<file path="config.mk">
export PLATFORM = sky130hd
export DESIGN_NAME = axi_lite_wb_bridge
export DESIGN_NICKNAME = d
export VERILOG_FILES = /design/src/rtl/axi_wb_bridge_pkg.sv /design/src/rtl/axi_lite_wb_bridge.sv
export SDC_FILE = /design/constraint.sdc
export NUM_CORES = 1
export LEC_CHECK = 0
export CORE_ASPECT_RATIO = 1.75
export CORE_MARGIN = 2
export CORE_UTILIZATION = 42
export DETAILED_ROUTE_END_ITERATION = 8
export PLACE_DENSITY = 0.91
export REMOVE_ABC_BUFFERS = 1
export SYNTH_ARGS = -nofsm -noshare
export SYNTH_HDL_FRONTEND = slang
export SYNTH_SLANG_ARGS = --single-unit
</file>
<file path="constraint.sdc">
create_clock -name clk_core -period 4.42 [get_ports clk_core]
set_input_delay 0.663 -clock clk_core [delete_from_list [all_inputs] [get_ports clk_core]]
set_output_delay 0.663 -clock clk_core [all_outputs]
set_load 0.02 [all_outputs]
</file>
<file path="src/rtl/axi_wb_bridge_pkg.sv">
// Shared types and constants for the AXI4-Lite to Wishbone bridge.
//   bridge_state_t      : bridge FSM state encoding
//   DefaultTimeoutRdata : read data returned when a read is aborted by timeout
package axi_wb_bridge_pkg;

  typedef enum logic [2:0] {
    StIdle,
    StWrData,
    StWrAddr,
    StWrBus,
    StWrResp,
    StRdBus,
    StRdResp
  } bridge_state_t;

  localparam logic [31:0] DefaultTimeoutRdata = 32'hDEADBEEF;

endpackage

</file>
<file path="src/rtl/axi_lite_wb_bridge.sv">
// AXI4-Lite (no BRESP/RRESP) to Wishbone classic bridge. One transaction at a
// time: each accepted AXI write or read becomes a single Wishbone cycle, and
// the result is returned on B or R. An ack timeout aborts cycles to unmapped
// addresses so the core cannot hang.
//
// Ports:
//   clk_core, rst_core            : clock, synchronous active-high reset
//   AW*/W*/B*                     : AXI write address, data and response channels
//   AR*/R*                        : AXI read address and data channels
//   core_cyc/stb/we/wstrb/addr    : Wishbone request
//   core_data_out / core_data_in  : Wishbone write / read data
//   core_ack                      : Wishbone acknowledge
//   timeout_o                     : one-cycle pulse when a cycle is aborted
module axi_lite_wb_bridge
  import axi_wb_bridge_pkg::*;
#(
  parameter int unsigned            ADDR_WIDTH     = 32,
  parameter int unsigned            DATA_WIDTH     = 32,
  parameter int unsigned            TIMEOUT_CYCLES = 255,
  parameter logic [DATA_WIDTH-1:0]  TIMEOUT_RDATA  = DATA_WIDTH'(DefaultTimeoutRdata)
) (
  input  logic                    clk_core,
  input  logic                    rst_core,

  input  logic                    AWvalid,
  output logic                    AWready,
  input  logic [ADDR_WIDTH-1:0]   AWdata,
  input  logic [2:0]              AWprot,

  input  logic                    Wvalid,
  output logic                    Wready,
  input  logic [DATA_WIDTH-1:0]   Wdata,
  input  logic [DATA_WIDTH/8-1:0] Wstrb,

  output logic                    Bvalid,
  input  logic                    Bready,

  input  logic                    ARvalid,
  output logic                    ARready,
  input  logic [ADDR_WIDTH-1:0]   ARdata,
  input  logic [2:0]              ARprot,

  output logic                    Rvalid,
  input  logic                    RReady,
  output logic [DATA_WIDTH-1:0]   Rdata,

  output logic                    core_cyc,
  output logic                    core_stb,
  output logic                    core_we,
  output logic [DATA_WIDTH/8-1:0] core_wstrb,
  output logic [ADDR_WIDTH-1:0]   core_addr,
  output logic [DATA_WIDTH-1:0]   core_data_out,
  input  logic [DATA_WIDTH-1:0]   core_data_in,
  input  logic                    core_ack,

  output logic                    timeout_o
);

  localparam int unsigned StrbW    = DATA_WIDTH / 8;
  localparam int unsigned CntWRaw  = $clog2(TIMEOUT_CYCLES + 1);
  // Counter is kept between 8 and 32 bits regardless of the limit.
  localparam int unsigned CntW     = (CntWRaw < 8) ? 8 : ((CntWRaw > 32) ? 32 : CntWRaw);
  localparam bit          TimeoutEn = (TIMEOUT_CYCLES != 0);
  localparam logic [CntW-1:0] CntLimit =
    CntW'((TIMEOUT_CYCLES == 0) ? 0 : (TIMEOUT_CYCLES - 1));

  bridge_state_t state_q, state_d;

  logic [ADDR_WIDTH-1:0] addr_q, addr_d;
  logic [DATA_WIDTH-1:0] data_q, data_d;
  logic [StrbW-1:0]      strb_q, strb_d;
  logic [DATA_WIDTH-1:0] rdata_q, rdata_d;
  logic [CntW-1:0]       cnt_q, cnt_d;
  logic                  timeout_q, timeout_d;
  logic                  aw_ready_q, aw_ready_d;
  logic                  w_ready_q, w_ready_d;
  logic                  ar_ready_q, ar_ready_d;

  logic aw_hs, w_hs, ar_hs;
  logic in_bus, timeout_hit;

  // Protection bits are accepted but carry no meaning on this bus.
  logic unused_prot;
  assign unused_prot = ^{AWprot, ARprot};

  assign aw_hs       = AWvalid && aw_ready_q;
  assign w_hs        = Wvalid && w_ready_q;
  assign ar_hs       = ARvalid && ar_ready_q;
  assign in_bus      = (state_q == StWrBus) || (state_q == StRdBus);
  assign timeout_hit = TimeoutEn && (cnt_q == CntLimit);

  always_comb begin
    state_d   = state_q;
    addr_d    = addr_q;
    data_d    = data_q;
    strb_d    = strb_q;
    rdata_d   = rdata_q;
    cnt_d     = '0;
    timeout_d = 1'b0;

    unique case (state_q)
      StIdle: begin
        // Writes win over reads when both are presented together.
        if (aw_hs && w_hs) begin
          addr_d  = AWdata;
          data_d  = Wdata;
          strb_d  = Wstrb;
          state_d = StWrBus;
        end else if (aw_hs) begin
          addr_d  = AWdata;
          state_d = StWrData;
        end else if (w_hs) begin
          data_d  = Wdata;
          strb_d  = Wstrb;
          state_d = StWrAddr;
        end else if (ar_hs) begin
          addr_d  = ARdata;
          state_d = StRdBus;
        end
      end
      StWrData: begin
        if (w_hs) begin
          data_d  = Wdata;
          strb_d  = Wstrb;
          state_d = StWrBus;
        end
      end
      StWrAddr: begin
        if (aw_hs) begin
          addr_d  = AWdata;
          state_d = StWrBus;
        end
      end
      StWrBus, StRdBus: begin
        // An ack on the limit cycle takes precedence over the abort.
        if (core_ack) begin
          if (state_q == StRdBus) rdata_d = core_data_in;
          state_d = (state_q == StRdBus) ? StRdResp : StWrResp;
        end else if (timeout_hit) begin
          timeout_d = 1'b1;
          if (state_q == StRdBus) rdata_d = TIMEOUT_RDATA;
          state_d = (state_q == StRdBus) ? StRdResp : StWrResp;
        end else begin
          cnt_d = cnt_q + CntW'(1);
        end
      end
      StWrResp: begin
        if (Bready) state_d = StIdle;
      end
      StRdResp: begin
        if (RReady) state_d = StIdle;
      end
      default: state_d = StIdle;
    endcase
  end

  // Readies are registered from the next state so they line up with state_q.
  always_comb begin
    aw_ready_d = (state_d == StIdle) || (state_d == StWrAddr);
    w_ready_d  = (state_d == StIdle) || (state_d == StWrData);
    ar_ready_d = (state_d == StIdle);
  end

  always_ff @(posedge clk_core) begin
    if (rst_core) begin
      state_q    <= StIdle;
      addr_q     <= '0;
      data_q     <= '0;
      strb_q     <= '0;
      rdata_q    <= '0;
      cnt_q      <= '0;
      timeout_q  <= 1'b0;
      aw_ready_q <= 1'b0;
      w_ready_q  <= 1'b0;
      ar_ready_q <= 1'b0;
    end else begin
      state_q    <= state_d;
      addr_q     <= addr_d;
      data_q     <= data_d;
      strb_q     <= strb_d;
      rdata_q    <= rdata_d;
      cnt_q      <= cnt_d;
      timeout_q  <= timeout_d;
      aw_ready_q <= aw_ready_d;
      w_ready_q  <= w_ready_d;
      ar_ready_q <= ar_ready_d;
    end
  end

  assign AWready       = aw_ready_q;
  assign Wready        = w_ready_q;
  assign ARready       = ar_ready_q;
  assign Bvalid        = (state_q == StWrResp);
  assign Rvalid        = (state_q == StRdResp);
  assign Rdata         = rdata_q;
  assign core_cyc      = in_bus;
  assign core_stb      = in_bus;
  assign core_we       = (state_q == StWrBus);
  assign core_wstrb    = (state_q == StWrBus) ? strb_q : '0;
  assign core_addr     = addr_q;
  assign core_data_out = data_q;
  assign timeout_o     = timeout_q;

endmodule

</file>
==> summary.log, run 1 <==
INFO  outcome        outcome=complete, no violations
INFO  route          drt_iter0_drc=172
INFO  placement      placement.cell_area=0.00716mm2
INFO  clock_tree     tritoncts.num_buffers=17
INFO  sta            max_slew.worst_pin.slew=1.16ns
INFO  die            dieWidth=83.7um
INFO  critical_path  endpoint_kind=output pin
INFO  die            die_h=144um
INFO  layout         mostFrequentLayoutCells=clkdlybuf4s50_1 (247), nand2_1 (121), dfxtp_1 (115)
INFO  clock_tree     library_cell_used_as_clock_root_buffer=clkbuf_16
INFO  clock_tree     cts_setup_buffers=0
INFO  die            core_area=0.0110mm2
INFO  placement      place.port_buffers=248
INFO  clock_tree     post_cts_hold_buffer_count=0
INFO  die            initial_utilization=0.426
INFO  route          vias_per_cell=5.09
INFO  layout         final_nets=952
INFO  die            num_rows=51
INFO  sta            timing.hold.ws=0.451ns
INFO  min_path       type_of_the_most_critical_hold_path=reg2reg
INFO  die            dieArea=0.0120mm2
INFO  sta            timing.final.max_slew_violations=0
INFO  global_route   all_layer_gr_usage=0.236
INFO  clock_tree     cts.clk_slew.worst_paths=0.05ns
INFO  route          drt-wirelength-per-cell=15.5um
INFO  global_route   first_global_vias=4,688
INFO  sta            rsz0062_at_grt=no
INFO  synth          synth.avg_cell_area=8.11um2
INFO  critical_path  critical_path_required=3.76ns
INFO  global_route   grt_antenna_before_repair=0
INFO  placement      routabilityCongestion=0.821
INFO  placement      dp_hpwl=10,500um
INFO  sta            max_freq=319MHz
INFO  critical_path  worstPathMaxFanout=16
INFO  sta            slew_headroom=0.226
INFO  layout         finish.instance_area=0.00778mm2
INFO  synth          synth_async_sr_flop_share=0
INFO  pwr            power_leakage=2.83nW
INFO  route          drc_violations=0
INFO  sta            finalHoldViolations=0
INFO  pwr            power.density_cell_area=559mW/mm2
INFO  clock_tree     cts.path.max_buffers=2
INFO  critical_path  cp-start-kind=flip-flop
INFO  synth          synth_top_area_share=0.493
INFO  route          antenna_violating_nets_post_route=0
INFO  clock_tree     clock-sinks=115
INFO  synth          synth-warning-count=0
INFO  global_route   maximum_number_of_pins_on_one_net_before_global_route_repair=73
INFO  synth          synthesis.instances=576
INFO  global_route   overflow=0
INFO  global_route   wire_length_of_the_first_global_routing_pass=22,900um
INFO  sta            finalCriticalPeriod=3.13ns
INFO  layout         area_growth=66.5%
INFO  synth          synth_top_cell_by_area=dfxtp_1
INFO  sta            final-setup-viol-count=0
INFO  clock_tree     cts_repair_resize_count=0
INFO  sta            fin_worst_skew=0.0105ns
INFO  layout         layout_commonest_cell=clkdlybuf4s50_1
INFO  synth          yosysUniqueCellTypes=40
INFO  clock_tree     cts_htree_levels=4
INFO  route          routed_via_count=4,833
INFO  route          drt-total-wl=14,700um
INFO  sta            final.setup.tns=0ns
INFO  clock_tree     tritoncts=yes
INFO  synth          syn_area=0.00467mm2
INFO  synth          synth.ff_latch_count=115
INFO  critical_path  cp.arrival=2.47ns
INFO  sta            post-route-period-util=0.709
INFO  synth          synth-seq-area-share=0.493
INFO  die            design.portCount=255
INFO  synth          synthFlopType=dfxtp_1
INFO  clock_tree     clock_latency=0.40ns
INFO  layout         drive_above_1_share=0.0563
INFO  critical_path  criticalPathCategory=reg2out
INFO  job            max_cap_violations=0
INFO  layout         insertedDiodeCount=0
INFO  synth          main_area_contributors_after_synthesis=dfxtp_1 (49%), nand2_1 (9.7%), a21oi_1 (8.6%), a221oi_1 (6.2%), nor2_1 (4.8%)
INFO  route          drt_pre_antenna_iters=5
INFO  synth          synth-edff-count=0
INFO  pwr            vdd_ir_drop_max=0.000357V
[stage by stage]
stage	power [mW]	util	setup slack, ns	std cells
final	4.35	0.709	1.29	949
after global routing	4.59	0.709	1.07	949
after CTS	4.39	0.709	1.23	949
after detailed placement	2.96	0.652	1.56	917
after global placement	2.92	0.652	1.54	917
after floorplan	2.21	-	0.392	531
[worst paths after layout]
kind / from / endpoint / slack (ns) / cells past startpoint
max: state_q[2] / core_cyc / 1.29 / 4
min reg2reg: flip-flop / flip-flop / 0.45 / 2
min: flip-flop / flip-flop / 0.45 / 2
max reg2reg: state_q[0] / core_addr[15] / 1.93 / 4
[cell type report]
class / count / area (um2)
fillers: 793 / 3200
repair buffers: 254 / 2520
flip-flops and latches: 115 / 2300
multi-input cells: 379 / 2030
clock buffers: 21 / 470
well taps: 132 / 165
clock inverters: 11 / 150
inverters: 37 / 139
[kinds of logic (layout without fill, tap and decap cells)]
family / count (synthesis) / after routing / synth area share
xor+xnor: 6 / 6 / 0.0113
buf+inv: 82 / 323 / 0.0777
flops: 115 / 115 / 0.493
compound gates: 158 / 158 / 0.218
fa+ha+maj: 2 / 2 / 0.00536
mux: 2 / 2 / 0.00455
simple gates: 211 / 211 / 0.190
[cell usage after synthesis, types with 2 or more instances]
library cell    n
a21oi_1        80
a221oi_1       33
a31oi_1         3
and2_1          2
and3_1          5
buf_2          17
buf_4           5
buf_6           2
clkbuf_1       20
dfxtp_1       115
ha_1            2
inv_1          37
nand2_1       121
nand3_1         3
nand4_1         2
nor2_1         60
nor3_1          6
o211ai_1        2
o21a_1         25
o21ai_0        11
or3b_1          2
xnor2_1         3
xor2_1          3
[worst max-delay path, cell delays in order, from the launching register on]
cell             delay, ns
dfxtp_1               0.65
and2b_1               0.30
o21ai_0               0.41
inv_1                 0.14
clkdlybuf4s50_1       0.57
[where the power goes]
group	leakage (nW)	switching, mW	internal (mW)
clock	0.300	0.481	0.935
combinational	1.60	0.846	0.691
sequential	0.936	0.148	1.25
[routing by layer]
layer,vias up,wire (um),GRT usage
met4,0,401,0.107
met5,-,0,0
met2,189,7880,0.421
li1,2397,-,-
met3,30,827,0.0528
met1,2217,5580,0.267
(Power assumes the default switching activity.)
==> inputs of run 2 (changes only) <==
--- a/config.mk
+++ b/config.mk
@@ -7,9 +7,9 @@
 export LEC_CHECK = 0
 export CORE_ASPECT_RATIO = 1.75
 export CORE_MARGIN = 2
-export CORE_UTILIZATION = 42
+export CORE_UTILIZATION = 35
 export DETAILED_ROUTE_END_ITERATION = 8
-export PLACE_DENSITY = 0.91
+export PLACE_DENSITY = 0.81
 export REMOVE_ABC_BUFFERS = 1
 export SYNTH_ARGS = -nofsm -noshare
 export SYNTH_HDL_FRONTEND = slang
==> constraint.sdc (replaced) <==
create_clock -name clk_core -period 2.77 [get_ports clk_core]
set_input_delay 0.4155 -clock clk_core [delete_from_list [all_inputs] [get_ports clk_core]]
set_output_delay 0.4155 -clock clk_core [all_outputs]
set_load 0.02 [all_outputs]
==> run 2 against run 1 <==
Setup slack lost 1.2 ns. Combinational power rose by 66%. Sequential share of layout area decreased by 0.24 points. Largest cell class unchanged. Largest power group unchanged. Highest routed layer unchanged.
==> summary.log, run 2 (same netlist as run 1, synthesis figures left out) <==
INFO  global_route   overflow=0
INFO  job            max_cap_violations=0
INFO  die            die_h=157um
INFO  sta            timing.hold.ws=0.452ns
INFO  sta            timing.final.max_slew_violations=0
INFO  global_route   all_layer_gr_usage=0.199
INFO  clock_tree     cts.path.max_buffers=2
INFO  global_route   wire_length_of_the_first_global_routing_pass=22,800um
INFO  clock_tree     clock_latency=0.40ns
INFO  layout         fillerInstances=1,132
INFO  layout         layout.core_utilization=0.603
INFO  sta            slew_headroom=0.553
INFO  route          drt_pre_antenna_iters=5
INFO  sta            final-setup-viol-count=0
INFO  route          antenna_violating_nets_post_route=0
INFO  pwr            power_report.internal_total=4.46mW
INFO  route          routed_via_count=4,801
INFO  die            design.portCount=255
INFO  route          vias_per_cell=4.84
INFO  layout         layout_commonest_cell=clkdlybuf4s50_1
INFO  global_route   maximum_number_of_pins_on_one_net_before_global_route_repair=65
INFO  layout         area_growth=67.9%
INFO  placement      routabilityCongestion=0.843
INFO  clock_tree     tritoncts=yes
INFO  outcome        outcome=complete, no violations
INFO  clock_tree     cts_setup_buffers=0
INFO  clock_tree     tritoncts.num_buffers=17
INFO  placement      dp_cells=962
INFO  sta            finalCriticalPeriod=2.66ns
INFO  layout         final_cells=992
INFO  clock_tree     library_cell_used_as_clock_root_buffer=clkbuf_16
INFO  pwr            vdd_ir_drop_max=0.000499V
INFO  die            num_rows=55
INFO  die            dieArea=0.0143mm2
INFO  pwr            p_sw=2.37mW
INFO  pwr            combPwrFrac=0.374
INFO  critical_path  cp.arrival=2.24ns
INFO  sta            max_freq=376MHz
INFO  pwr            clockPowerShare=0.305
INFO  route          drt-total-wl=14,700um
INFO  layout         footprint_of_the_multi_input_gates=0.00203mm2
INFO  route          drc_violations=0
INFO  min_path       type_of_the_most_critical_hold_path=reg2reg
INFO  critical_path  cp-start-kind=flip-flop
INFO  clock_tree     post_cts_hold_buffer_count=0
INFO  layout         drive_above_1_share=0.0621
INFO  sta            finalHoldViolations=0
INFO  clock_tree     cts_htree_levels=4
INFO  layout         final_nets=958
INFO  placement      dp_hpwl=10,700um
INFO  die            core_area=0.0130mm2
INFO  placement      place.port_buffers=248
INFO  critical_path  criticalPathCategory=reg2out
INFO  layout         insertedDiodeCount=0
INFO  sta            rsz0062_at_grt=no
INFO  sta            fin_worst_skew=0.00909ns
INFO  layout         area_taken_by_flip_flops_and_latches=0.00230mm2
INFO  pwr            design_power_total=6.84mW
INFO  route          drt-wirelength-per-cell=14.8um
INFO  critical_path  critical_path_required=2.35ns
INFO  global_route   grt_antenna_before_repair=0
INFO  layout         mostFrequentLayoutCells=clkdlybuf4s50_1 (247), nand2_1 (121), dfxtp_1 (115)
INFO  pwr            sw_frac_of_total=0.347
INFO  pwr            power.density_cell_area=872mW/mm2
INFO  global_route   first_global_vias=4,612
INFO  die            dieWidth=91.3um
INFO  clock_tree     clock-sinks=115
INFO  critical_path  worstPathMaxFanout=11
INFO  pwr            power_leakage=2.84nW
INFO  sta            max_slew.worst_pin.slew=0.670ns
INFO  die            initial_utilization=0.359
INFO  clock_tree     cts.clk_slew.worst_paths=0.05ns
INFO  clock_tree     cts_repair_resize_count=0
INFO  critical_path  endpoint_kind=output pin
INFO  sta            post-route-period-util=0.960
INFO  route          drt_iter0_drc=206
INFO  pwr            pwr-share-seq=0.321
-- run 2: changes by cell type in the layout (fill, tap and decap cells not counted), sizes merged --
cell      previous run  this run
clkinv               4         5
clkinvlp             2         5
inv                 39        38
buf                  7        13
clkbuf              21        17
bufinv               3         2
-- run 2: final cells by class --
cell class,count,share of cell area
Sequential cell,115,0.294
Multi-Input combinational cell,379,0.258
Tap cell,171,0.0273
Timing Repair Buffer,260,0.331
Inverter,37,0.0177
Clock inverter,13,0.0177
Clock buffer,17,0.0543
-- run 2: worst paths after layout --
kind	start	to	slack, ns	cells past startpoint
min	flip-flop	flip-flop	0.45	2
max	state_q[1]	core_cyc	0.11	4
min reg2reg	flip-flop	flip-flop	0.45	2
max reg2reg	state_q[1]	core_addr[2]	0.75	5
-- run 2: stage by stage --
stage / TNS (ns) / worst slack [ns] / instance area, um2
final: 0 / 0.110 / 7840
after global routing: 0 / 0.0138 / 7840
after CTS: 0 / 0.111 / 7840
after detailed placement: 0 / 0.546 / 7280
after global placement: 0 / 0.565 / 7280
after floorplan: -33.08 / -1.01 / 4450
-- run 2: layer usage --
| layer | part of all wire | global-route usage | vias to the layer above | routed length [um] |
|---|---|---|---|---|
| met1 | 0.39 | 0.219 | 2188 | 5680 |
| met2 | 0.52 | 0.349 | 172 | 7580 |
| met5 | 0 | 0 | - | 0 |
| met3 | 0.062 | 0.0525 | 37 | 906 |
| met4 | 0.037 | 0.105 | 0 | 544 |
| li1 | - | - | 2404 | - |
-- run 2: critical path, stage by stage, from the launching register on --
cell and delay, ns:
dfxtp_1 0.61, and2b_1 0.30, o21ai_0 0.20, inv_1 0.13, clkdlybuf4s50_1 0.61
-- run 2: power by group through the flow --
stage	clock (mW)	sequential (mW)	combinational, mW
final	2.09	2.19	2.55
after detailed placement	0	2.23	2.57
after CTS	2.13	2.19	2.58
after global routing	2.20	2.23	2.77
after global placement	0	2.21	2.54
after floorplan	0	2.60	0.925
==> inputs of run 3 (changes only) <==
--- a/config.mk
+++ b/config.mk
@@ -11,6 +11,7 @@
 export DETAILED_ROUTE_END_ITERATION = 8
 export PLACE_DENSITY = 0.81
 export REMOVE_ABC_BUFFERS = 1
+export SLEW_MARGIN = 20
 export SYNTH_ARGS = -nofsm -noshare
 export SYNTH_HDL_FRONTEND = slang
 export SYNTH_SLANG_ARGS = --single-unit
==> results of run 3 <==
Final layout, timing and power as in run 2 (identical DEF).
